File: src/rtl/mux_2_to_1_pkg.sv
// mux_2_to_1_pkg: shared constants and helpers for the 2:1 instruction selector.
//   INSTRUCTION_WIDTH : fallback for the global define (32) when global_defines.sv
//                       is not part of the compile.
//   MUX_STAT_W        : width of the usage counters (16).
//   stat_t / sat_inc  : counter type and saturating increment.
`ifndef INSTRUCTION_WIDTH
`define INSTRUCTION_WIDTH 32
`endif

package mux_2_to_1_pkg;

  localparam int unsigned MUX_STAT_W = 16;

  typedef logic [MUX_STAT_W-1:0] stat_t;

  localparam stat_t STAT_MAX = '1;

  // Counters stick at all-ones instead of wrapping.
  function automatic stat_t sat_inc(input stat_t v, input logic en);
    return (en && (v != STAT_MAX)) ? v + stat_t'(1) : v;
  endfunction

endpackage

File: src/rtl/mux_2_to_1_if.sv
// mux_2_to_1_if: datapath bundle for the 2:1 selector.
//   in_0, in_1, selector        : driven by the producer (master)
//   out, out_q, sel_q, out_q_valid : driven by the selector (slave)
`ifndef INSTRUCTION_WIDTH
`define INSTRUCTION_WIDTH 32
`endif

interface mux_2_to_1_if #(
  parameter int unsigned WIDTH = `INSTRUCTION_WIDTH
);

  logic [WIDTH-1:0] in_0;
  logic [WIDTH-1:0] in_1;
  logic             selector;
  logic [WIDTH-1:0] out;
  logic [WIDTH-1:0] out_q;
  logic             sel_q;
  logic             out_q_valid;

  modport master (
    output in_0, in_1, selector,
    input  out, out_q, sel_q, out_q_valid
  );

  modport slave (
    input  in_0, in_1, selector,
    output out, out_q, sel_q, out_q_valid
  );

endinterface

File: src/rtl/mux_2_to_1_stats.sv
// mux_2to1_stats: saturating usage counters for the 2:1 selector.
//   clk, rst_n     : clock, synchronous active-low reset
//   sel            : selector as sampled this cycle (already resolved to 0/1)
//   sel_q          : selector sampled on the previous edge
//   out_q_valid    : previous sample exists since reset
//   sel0_count     : edges sampled with sel = 0
//   sel1_count     : edges sampled with sel = 1
//   switch_count   : edges where sel differs from the previous sample
module mux_2to1_stats
  import mux_2_to_1_pkg::*;
(
  input  logic  clk,
  input  logic  rst_n,
  input  logic  sel,
  input  logic  sel_q,
  input  logic  out_q_valid,
  output stat_t sel0_count,
  output stat_t sel1_count,
  output stat_t switch_count
);

  logic switch_evt;

  // No previous sample right after reset, so the first edge is never a switch.
  assign switch_evt = out_q_valid && (sel != sel_q);

  always_ff @(posedge clk) begin
    if (!rst_n) begin
      sel0_count   <= '0;
      sel1_count   <= '0;
      switch_count <= '0;
    end else begin
      sel0_count   <= sat_inc(sel0_count, !sel);
      sel1_count   <= sat_inc(sel1_count, sel);
      switch_count <= sat_inc(switch_count, switch_evt);
    end
  end

endmodule

File: src/rtl/mux_2_to_1.sv
// mux_2_to_1: instruction-width 2:1 selector with a registered copy.
//   clk, rst_n   : clock, synchronous active-low reset (registered outputs only)
//   bus (slave)  : in_0/in_1/selector in; out (combinational), out_q, sel_q,
//                  out_q_valid out
//   sel0_count, sel1_count, switch_count : usage counters, present only when
//                  MUX_2TO1_STATS_EN is defined
`ifndef INSTRUCTION_WIDTH
`define INSTRUCTION_WIDTH 32
`endif

module mux_2_to_1
  import mux_2_to_1_pkg::*;
#(
  parameter int unsigned WIDTH = `INSTRUCTION_WIDTH
) (
  input  logic        clk,
  input  logic        rst_n,
  mux_2_to_1_if.slave bus
`ifdef MUX_2TO1_STATS_EN
  ,
  output stat_t       sel0_count,
  output stat_t       sel1_count,
  output stat_t       switch_count
`endif
);

  logic             sel_eff;
  logic [WIDTH-1:0] out_c;
  logic [WIDTH-1:0] out_q_r;
  logic             sel_q_r;
  logic             valid_r;

  // An unknown selector fails the if-test and falls to in_0, so X/Z never
  // reaches out or the registered selector copy.
  always_comb begin
    sel_eff = 1'b0;
    out_c   = bus.in_0;
    if (bus.selector == 1'b1) begin
      sel_eff = 1'b1;
      out_c   = bus.in_1;
    end
  end

  always_ff @(posedge clk) begin
    if (!rst_n) begin
      out_q_r <= '0;
      sel_q_r <= 1'b0;
      valid_r <= 1'b0;
    end else begin
      out_q_r <= out_c;
      sel_q_r <= sel_eff;
      valid_r <= 1'b1;
    end
  end

  assign bus.out         = out_c;
  assign bus.out_q       = out_q_r;
  assign bus.sel_q       = sel_q_r;
  assign bus.out_q_valid = valid_r;

`ifdef MUX_2TO1_STATS_EN
  mux_2to1_stats u_stats (
    .clk          (clk),
    .rst_n        (rst_n),
    .sel          (sel_eff),
    .sel_q        (sel_q_r),
    .out_q_valid  (valid_r),
    .sel0_count   (sel0_count),
    .sel1_count   (sel1_count),
    .switch_count (switch_count)
  );
`endif

endmodule

File: src/flat_wrapper.sv
// flat-port wrapper written by rule: the top's interface ports become plain ports
module mux_2_to_1_flat import mux_2_to_1_pkg::*;
#(
  parameter int unsigned WIDTH = `INSTRUCTION_WIDTH
)
  (clk, rst_n, bus_in_0, bus_in_1, bus_selector, bus_out, bus_out_q, bus_sel_q, bus_out_q_valid);
  mux_2_to_1_if #(.WIDTH(WIDTH)) bus_i ();
  input  logic clk;
  input  logic rst_n;
  input wire logic [$bits(bus_i.in_0)-1:0] bus_in_0;
  input wire logic [$bits(bus_i.in_1)-1:0] bus_in_1;
  input wire logic [$bits(bus_i.selector)-1:0] bus_selector;
  output wire logic [$bits(bus_i.out)-1:0] bus_out;
  output wire logic [$bits(bus_i.out_q)-1:0] bus_out_q;
  output wire logic [$bits(bus_i.sel_q)-1:0] bus_sel_q;
  output wire logic [$bits(bus_i.out_q_valid)-1:0] bus_out_q_valid;
  assign bus_i.in_0 = bus_in_0;
  assign bus_i.in_1 = bus_in_1;
  assign bus_i.selector = bus_selector;
  assign bus_out = bus_i.out;
  assign bus_out_q = bus_i.out_q;
  assign bus_sel_q = bus_i.sel_q;
  assign bus_out_q_valid = bus_i.out_q_valid;
  mux_2_to_1 #(.WIDTH(WIDTH)) u_core (.clk(clk), .rst_n(rst_n), .bus(bus_i));
endmodule
File: config.mk
export PLATFORM = sky130hd
export DESIGN_NAME = mux_2_to_1_flat
export DESIGN_NICKNAME = d
export VERILOG_FILES = /design/src/rtl/mux_2_to_1_pkg.sv /design/src/rtl/mux_2_to_1_if.sv /design/src/rtl/mux_2_to_1_stats.sv /design/src/rtl/mux_2_to_1.sv /design/src/flat_wrapper.sv
export SDC_FILE = /design/constraint.sdc
export NUM_CORES = 1
export LEC_CHECK = 0
export CAP_MARGIN = 20
export CORE_UTILIZATION = 30
export CTS_BUF_LIST = sky130_fd_sc_hd__clkbuf_16
export DETAILED_ROUTE_END_ITERATION = 8
export GPL_ROUTABILITY_DRIVEN = 0
export PLACE_DENSITY = 0.79
export SLEW_MARGIN = 10
export SYNTH_ARGS = -nofsm -noshare
export SYNTH_HDL_FRONTEND = slang
export SYNTH_SLANG_ARGS = --single-unit
File: constraint.sdc
create_clock -name clk -period 1.1 [get_ports clk]
set_input_delay 0.11 -clock clk [delete_from_list [all_inputs] [get_ports clk]]
set_output_delay 0.11 -clock clk [all_outputs]
set_load 0.02 [all_outputs]
==> flow_metrics.py, run 1 <==
metrics = {
    "cts": {
        "clock_path_buffers": 2,
        "h_tree_depth": 2,
        "cts_buffers": 5,
        "clock-sinks": 34,
        "clockRootBuffer": "clkbuf_16",
        "clock_tree_from_tritoncts": "done",
        "cts-hold-fix-buffers": 0,
        "cts.clk_slew.worst_paths_ns": 0.05,
    },
    "global_routing": {
        "globalRoute.totalOverflow": 0,
        "pin_count_of_the_biggest_net_entering_global_routing": 19,
        "global_route.usage.total": 0.1689,
        "groute.layer.met3.usage": 0.07173,
        "use_met2": 0.2974,
        "met1_usage": 0.1735,
        "grt-busiest-layer": "met2",
        "grt_pass1_vias": 1293,
        "wire_length_of_the_first_global_routing_pass_um": 6327,
        "initial_antenna_violation_count": 0,
    },
    "placement": {
        "io_buffers": 132,
        "placed_cells": 292,
        "hpwl_after_dpl_um": 3379,
    },
    "detailed_routing": {
        "remaining_drc_errors": 6,
        "post_drt_wl_per_cell_um": 13.61,
        "vias": 1283,
        "first_iter_violations": 32,
        "routed_vias_inst": 4.234,
        "final_antenna_net_count": 0,
        "wirelength_um": 4124,
        "first_pass_iters": 6,
    },
    "synthesis": {
        "synth.cell_area_um2": 1444,
        "syn_area_per_cell_um2": 13.62,
        "ys.warnings.count": 0,
        "part_of_the_yosys_area_used_for_sequential_elements": 0.4714,
        "synth_top_cell_by_area": "dfxtp_1",
        "synth_top_cells_by_area": "dfxtp_1 47%, mux2_4 30%, and2_1 13%",
        "synthesized_net_count": 173,
        "netlist-cell-type-count": 8,
        "post_synth_inst_count": 106,
        "synth.ff_latch_count": 34,
        "top_cell_type_s_share_of_synthesized_area": 0.4714,
    },
    "floorplan": {
        "initial_utilization": 0.3227,
        "io_pins": 133,
        "core_region_area_um2": 4474,
        "die_h_um": 71.38,
        "die-area_um2": 5094,
        "die_width_um": 71.38,
        "placement_rows": 24,
    },
    "final_layout": {
        "final.fill_count": 386,
        "drive_gt1_frac": 0.3347,
        "multi_input_comb_area_um2": 680.7,
        "seqCellArea_um2": 680.7,
        "design.final.nets": 317,
        "final_cells": 303,
        "syn2layout_area_growth_pct": 96.10,
        "antenna_cells": 0,
    },
    "sta": {
        "worst_hold_slack_ns": 0.2284,
        "timing.final.hold_violations": 0,
        "min_clock_period_post_route_ns": 1.091,
        "maxSlewViolCount": 0,
        "max_freq_ghz": 0.9163,
        "final.period_utilization": 0.9921,
        "timing.slew.headroom": 0.8345,
        "setup_viol": 0,
        "worst_pin_slew_ns": 0.2492,
        "finalSetupTns_ns": 0,
    },
    "worst_setup_path": {
        "worst_setup_path_end_kind": "output pin",
        "timing.critical_path.slowest_cell_delay_ns": 0.29,
        "cp.arrival_ns": 0.98,
        "critPathMaxFanout": 12,
        "cp_slowest_cell": "mux2_4",
        "setup_cp_type": "input pin to output pin",
        "worst_setup_path_start_kind": "input pin",
        "timing.critical_path.mode_cell": "buf_4",
        "cp.required_ns": 0.99,
        "cp_cell_sequence": "buf_4 > buf_12 > buf_4 > mux2_4 > buf_2",
    },
    "power_and_ir_drop": {
        "peakVddDrop_v": 0.0007762,
        "powerDensity_nw_per_um2": 1278,
        "report.power.total_mw": 3.618,
        "leakage_nw": 1.409,
    },
    "min_path": {
        "hold_path.class": "input pin to flip-flop",
    },
    "run": {
        "max-cap-violations": 0,
    },
    "run_status": {
        "violations": "design-rule violations",
        "result_of_the_run": "finished, violations left",
    },
}
metal layers:
layer	wire length [um]	share of wire
met4	65	0.016
met1	1487	0.36
met3	442	0.11
met5	0	0
met2	2127	0.52
registers in the layout (all words and copies together) (netlist names):
| register | flops |
|---|---|
| u_core.bus.out_q_valid | 1 |
| u_core.bus.out_q | 32 |
| u_core.bus.sel_q | 1 |
cell usage in the layout, fill, tap and decap left out, drive strengths merged:
master / n
clkinv: 3
mux2: 32
dlymetal6s2s: 3
clkdlybuf4s50: 62
clkbuf: 5
and2: 33
dfxtp: 34
buf: 45
dlygate4sd2: 34
worst paths after layout:
path / startpoint / to / slack, ns / depth (start not counted)
worst min-delay path: bus_in_0[22] / u_core.bus.out_q[22]$_SDFF_PN0_ / 0.23 / 3
worst max-delay path: bus_selector / bus_out[8] / 0.009 / 5
cells in the mapped netlist (all sizes together):
master	number
dfxtp	34
buf	4
clkbuf	3
mux2	32
and2	33
per-stage QoR:
stage,worst slack [ns],util,cell area (um2)
finish,0.008662,0.6328,2831
detailed placement,-0.3773,0.6337,2835
global route,-0.0008263,0.6328,2831
global placement,-0.3618,0.6337,2835
CTS,0.0002902,0.6264,2803
floorplan,0.1205,-,1444
power by group:
part / internal, mW / switching, mW
combinational: 0.565 / 0.438
sequential: 1.31 / 0.0157
clock: 0.813 / 0.471
layout make-up:
type	count	share of cell area
Clock buffer	5	0.04419
Clock inverter	3	0.003977
Multi-Input combinational cell	65	0.2404
Sequential cell	34	0.2404
Tap cell	52	0.02298
Timing Repair Buffer	144	0.4481
what timing repair did:
action / CTS / global route
setup buffers: 3 / 0
setup endpoints to repair: 66 / 5
resized for setup: 166 / 10
worst max-delay path: cells and delay by family:
family / cells / cell delay [ns]
buffers and inverters: 4 / 0.57
muxes: 1 / 0.29
logic make-up (layout without fill, tap and decap cells):
logic type             Yosys count  after routing  synth area share
buffers and inverters            7            152           0.05719
flip-flops                      34             34            0.4714
multiplexers                    32             32            0.3250
AND/OR/NAND/NOR                 33             33            0.1465
Power figures use the tool's default switching activity.
==> inputs of run 2 (changes only) <==
Settings changed: CELL_PAD_IN_SITES_DETAIL_PLACEMENT set to 0, CELL_PAD_IN_SITES_GLOBAL_PLACEMENT set to 2, CORE_UTILIZATION 30 to 16, PLACE_DENSITY 0.79 to not set, PLACE_DENSITY_LB_ADDON set to 0.1, SKIP_CTS_REPAIR_TIMING set to 1.
==> flow_metrics.py, run 2 (synthesis results as in run 1) <==
metrics = {
    "final_layout": {
        "antenna_cells": 0,
        "final_core_utilization": 0.3522,
        "design.final.nets": 319,
        "commonest_cells_after_routing_fill_and_taps_aside": "65 x clkdlybuf4s50_1, 34 x dlymetal6s2s_1, 34 x dfxtp_1, 32 x clkbuf_2, 31 x and2_1",
        "syn2layout_area_growth_pct": 112.7,
        "final_cells": 361,
        "final.fill_count": 891,
        "final_area_um2": 3072,
        "largest_reg_flops": 32,
        "commonest_non_fill_non_tap_cell_in_the_layout": "clkdlybuf4s50_1",
        "drive_gt1_frac": 0.3439,
    },
    "detailed_routing": {
        "final_antenna_net_count": 0,
        "wirelength_um": 4791,
        "post_drt_wl_per_cell_um": 13.27,
        "vias": 1322,
        "first_pass_iters": 4,
        "first_iter_violations": 11,
        "remaining_drc_errors": 0,
        "routed_vias_inst": 3.662,
    },
    "global_routing": {
        "pin_count_of_the_biggest_net_entering_global_routing": 20,
        "global_route.usage.total": 0.1002,
        "wire_length_of_the_first_global_routing_pass_um": 7162,
        "globalRoute.totalOverflow": 0,
        "initial_antenna_violation_count": 0,
        "grt_pass1_vias": 1397,
    },
    "sta": {
        "grt_setup_unrepaired": "no",
        "finalSetupTns_ns": 0,
        "timing.slew.headroom": 0.8242,
        "min_clock_period_post_route_ns": 1.066,
        "timing.final.hold_violations": 0,
        "worst_hold_slack_ns": 0.2765,
        "final.period_utilization": 0.9690,
        "max_freq_ghz": 0.9382,
        "maxSlewViolCount": 0,
        "worst_pin_slew_ns": 0.2632,
        "setup_viol": 0,
    },
    "worst_setup_path": {
        "cp.arrival_ns": 0.96,
        "worst_setup_path_start_kind": "input pin",
        "critPathMaxFanout": 2,
        "cp_cell_sequence": "clkdlybuf4s50_1 > mux2_4 > clkbuf_2",
        "cp_slowest_cell": "clkdlybuf4s50_1",
        "timing.critical_path.slowest_cell_delay_ns": 0.41,
        "setup_cp_type": "input pin to output pin",
        "worst_setup_path_end_kind": "output pin",
        "buf_inv_on_cp": 2,
        "path_delay_family": "buffers and inverters",
        "cp.required_ns": 0.99,
    },
    "floorplan": {
        "die-area_um2": 9408,
        "initial_utilization": 0.1656,
        "die_width_um": 97.00,
        "die_h_um": 97.00,
        "io_pins": 133,
        "core_region_area_um2": 8721,
        "placement_rows": 34,
    },
    "min_path": {
        "hold_path.class": "input pin to flip-flop",
    },
    "cts": {
        "h_tree_depth": 2,
        "clock_path_buffers": 2,
        "clock-sinks": 34,
        "clock_tree_from_tritoncts": "done",
        "cts_buffers": 5,
        "clockRootBuffer": "clkbuf_16",
        "cts.clk_slew.worst_paths_ns": 0.05,
    },
    "placement": {
        "hpwl_after_dpl_um": 3560,
        "io_buffers": 132,
        "postPlaceCellArea_um2": 2953,
        "placed_cells": 351,
    },
    "run_status": {
        "result_of_the_run": "finished clean",
    },
    "power_and_ir_drop": {
        "powerDensity_nw_per_um2": 1211,
        "leakage_nw": 1.785,
        "peakVddDrop_v": 0.0004913,
    },
    "run": {
        "max-cap-violations": 0,
    },
}
## run 2: layout make-up
type / instances / area, um2 / share of cell area
timing repair buffer: 146 / 1438 / 0.4680
sequential: 34 / 680.7 / 0.2216
clock inverter: 3 / 12.51 / 0.004073
multi-input combinational: 65 / 680.7 / 0.2216
tap: 108 / 135.1 / 0.04399
clock buffer: 5 / 125.1 / 0.04073
## run 2: metal layers
layer | GRT usage | vias to the layer above | share of wire
met2 | 0.1788 | 70 | 0.53
met1 | 0.1002 | 604 | 0.36
met4 | 0.04707 | 0 | 0.023
li1 | - | 641 | -
met3 | 0.04191 | 7 | 0.092
met5 | 0 | - | 0
## run 2: per-stage QoR
step	total power, mW	setup slack [ns]
after floorplan	1.874	0.1205
after global placement	2.525	-0.3855
after detailed placement	2.519	-0.3748
after CTS	3.908	-0.3736
after global routing	3.915	0.008276
final	3.720	0.03414
## run 2: path summary, 6_finish.rpt
path                          from                           to  depth (start not counted)
worst max-delay path   bus_in_0[2]                   bus_out[2]                          3
worst min-delay path  bus_selector  u_core.bus.sel_q$_SDFF_PN0_                          3
## run 2: where the power goes
group          internal [mW]  switching, mW  leakage, nW
logic                  0.617          0.444         1.43
registers               1.31         0.0156        0.284
clock network          0.818          0.510       0.0724
total                   2.75          0.970         1.79
==> patch (flow settings as in run 1) <==
Change the macro `INSTRUCTION_WIDTH` from 32 to 64. Comments in the files are not updated.
--- a/src/rtl/mux_2_to_1_pkg.sv
+++ b/src/rtl/mux_2_to_1_pkg.sv
@@ -4,7 +4,7 @@
 //   MUX_STAT_W        : width of the usage counters (16).
 //   stat_t / sat_inc  : counter type and saturating increment.
 `ifndef INSTRUCTION_WIDTH
-`define INSTRUCTION_WIDTH 32
+`define INSTRUCTION_WIDTH 64
 `endif
 
 package mux_2_to_1_pkg;
Interface: changed (resized bus_in_0, bus_in_1, bus_out and bus_out_q); port bits go from 133 to 261. The function was not compared with the original's and may differ.
==> patch against run 1 <==
The run ends with negative setup slack left. Total power is 110% higher. Synthesized area is 89% higher. Routed wire length is 150% higher. Hold slack better by 55 ps. Utilization is 3.9 points higher. Clock power is 110% higher. Non-clock buffer count is 146 higher. Sequential cell count is 32 higher. Worst setup slack worse by 16 ps. Cell area is 110% higher. Sequential power is 95% higher. Fmax is 1.4% lower. Critical path type unchanged. Critical endpoint is now bus_out[63]. Largest power group is now the clock network.
==> patch: results (changes against run 1) <==
n_fill_cell: 701  # was 386
synth_cell_types: 7  # was 8
grt_max_degree: 67  # was 19
ys_warn_count: 0  # unchanged
cts.clk_slew.worst_paths_ps: 60
cts_hold_buf: 0  # unchanged
largest_reg_flops: 64  # was 32
vias_per_cell: 4.27  # was 4.23
startpoint: "bus_selector"  # unchanged
yosys-top-cells-area: "dfxtp_1 48%, mux2_4 27%, and2_1 15%"  # was dfxtp_1 47%, mux2_4 30%, and2_1 13%
slew-limit-headroom: 0.389  # was 0.835
dr.pass1.iters: 6  # unchanged
ir_worst_vdd_mv: 0.780  # was 0.776 mV
violations: "negative setup slack"  # was design-rule violations
grt_pass1_vias: 2793  # was 1,293
synth_nets: 340  # was 173
synthesis.instances: 209  # was 106
routed_wl_um: 10200  # was 4120 um
nNetsFinal: 627  # was 317
seq_area_frac_synth: 0.484  # was 0.471
critPathTopFamily: "buffers and inverters"  # unchanged
cts_inserted_buffers: 9  # was 5
tns_ps: -7.00  # was 0 ps
crit_arrival_ps: 1000  # was 980 ps
layout-drive-gt1-share: 0.355  # was 0.335
post-dp-hpwl_um: 7570  # was 3380 um
pre_cts_slack_ps: -438  # was -377 ps
clock_path_buffers: 2  # unchanged
dp_cells: 578  # was 292
fin_ws_ps: -7.00  # was 8.66 ps
grt_pass1_wl_um: 15700  # was 6330 um
async_flop_share: 0  # unchanged
cts_root_buf: "clkbuf_16"  # unchanged
ys_top_cells_by_count: "66 x dfxtp_1, 65 x and2_1, 49 x mux2_4"  # was 34 x dfxtp_1, 31 x and2_1, 29 x mux2_4
p_sw_mw: 1.94  # was 0.925 mW
crit_fanout: 8  # was 12
grtUsageTotal: 0.215  # was 0.169
antennaDiodeCount: 0  # unchanged
cellLeakagePower_nw: 2.78  # was 1.41 nW
slowest_delay_ps: 320  # was 290 ps
h-tree-depth: 3  # was 2
antenna_found_initial: 0  # unchanged
wl_per_cell_um: 16.8  # was 13.6 um
drt_iter0_markers: 35  # was 32
hp-class: "input pin to flop"  # unchanged
io_buffers: 260  # was 132
outcome: "complete, but fails checks"  # unchanged
setup_violations: 1  # was 0
slowest_stage: "mux2_2"  # was mux2_4
endpoint: "bus_out[63]"  # was bus_out[8]
place_area_mm2: 0.00550  # was 0.00284 mm2
==> patch: power by group through the flow <==
stage               clock network, mW  logic [mW]  registers, mW
finish                           2.69        2.19           2.59
global route                     2.89        2.30           2.60
floorplan                           0       0.756           2.85
detailed placement                  0        2.23           2.65
global placement                    0        2.20           2.64
CTS                              2.77        2.06           2.59
==> patch: worst min-delay path, cell delays in order <==
cell and delay [ps]:
dlymetal6s2s_1 110, mux2_4 160, buf_4 90, and2_1 100
==> patch: cell type report <==
type                    count  area (um2)  share of cell area
repair buffers            290        2830               0.480
flip-flops and latches     66        1320               0.224
multi-input cells         129        1320               0.224
clock buffers               9         225              0.0382
well taps                 108         135              0.0229
clock inverters             7        61.3              0.0104
==> patch: repair_timing <==
item	4_1_cts	5_1_grt
resized for setup	351	85
cloned	5	0
endpoints found under the setup margin	130	40
buffers inserted	4	6
==> patch: worst min-delay path by stage <==
stage	from	endpoint	slack, ps	depth (start not counted)
after global routing	bus_in_1[29]	u_core.bus.out_q[29]	300	4
after floorplan	rst_n	u_core.bus.out_q_valid	140	0
after detailed placement	bus_selector	u_core.bus.sel_q	650	3
final	bus_in_1[29]	u_core.bus.out_q[29]	280	4
after CTS	bus_selector	u_core.bus.sel_q	250	3
after global placement	bus_selector	u_core.bus.sel_q	640	3
==> patch: routing by layer <==
metal	global-route usage	vias up	wire length [um]
met5	0	-	0
met4	0.0713	0	220
met3	0.0482	14	564
met2	0.413	127	5690
met1	0.228	1196	3770
li1	-	1262	-
==> patch: kinds of logic (layout without fill, tap and decap cells) <==
kind of cell | Yosys count | in the layout | share of synthesized area
AND/OR/NAND/NOR | 65 | 65 | 0.149
buffers and inverters | 14 | 306 | 0.0362
multiplexers | 64 | 64 | 0.331
flip-flops | 66 | 66 | 0.484
==> patch: stage by stage <==
stage,utilization,power [mW],hold WS [ps]
after global routing,0.672,7.80,295
after detailed placement,0.628,4.87,650
final,0.672,7.47,284
after global placement,0.628,4.84,641
after CTS,0.641,7.42,253
after floorplan,-,3.61,138
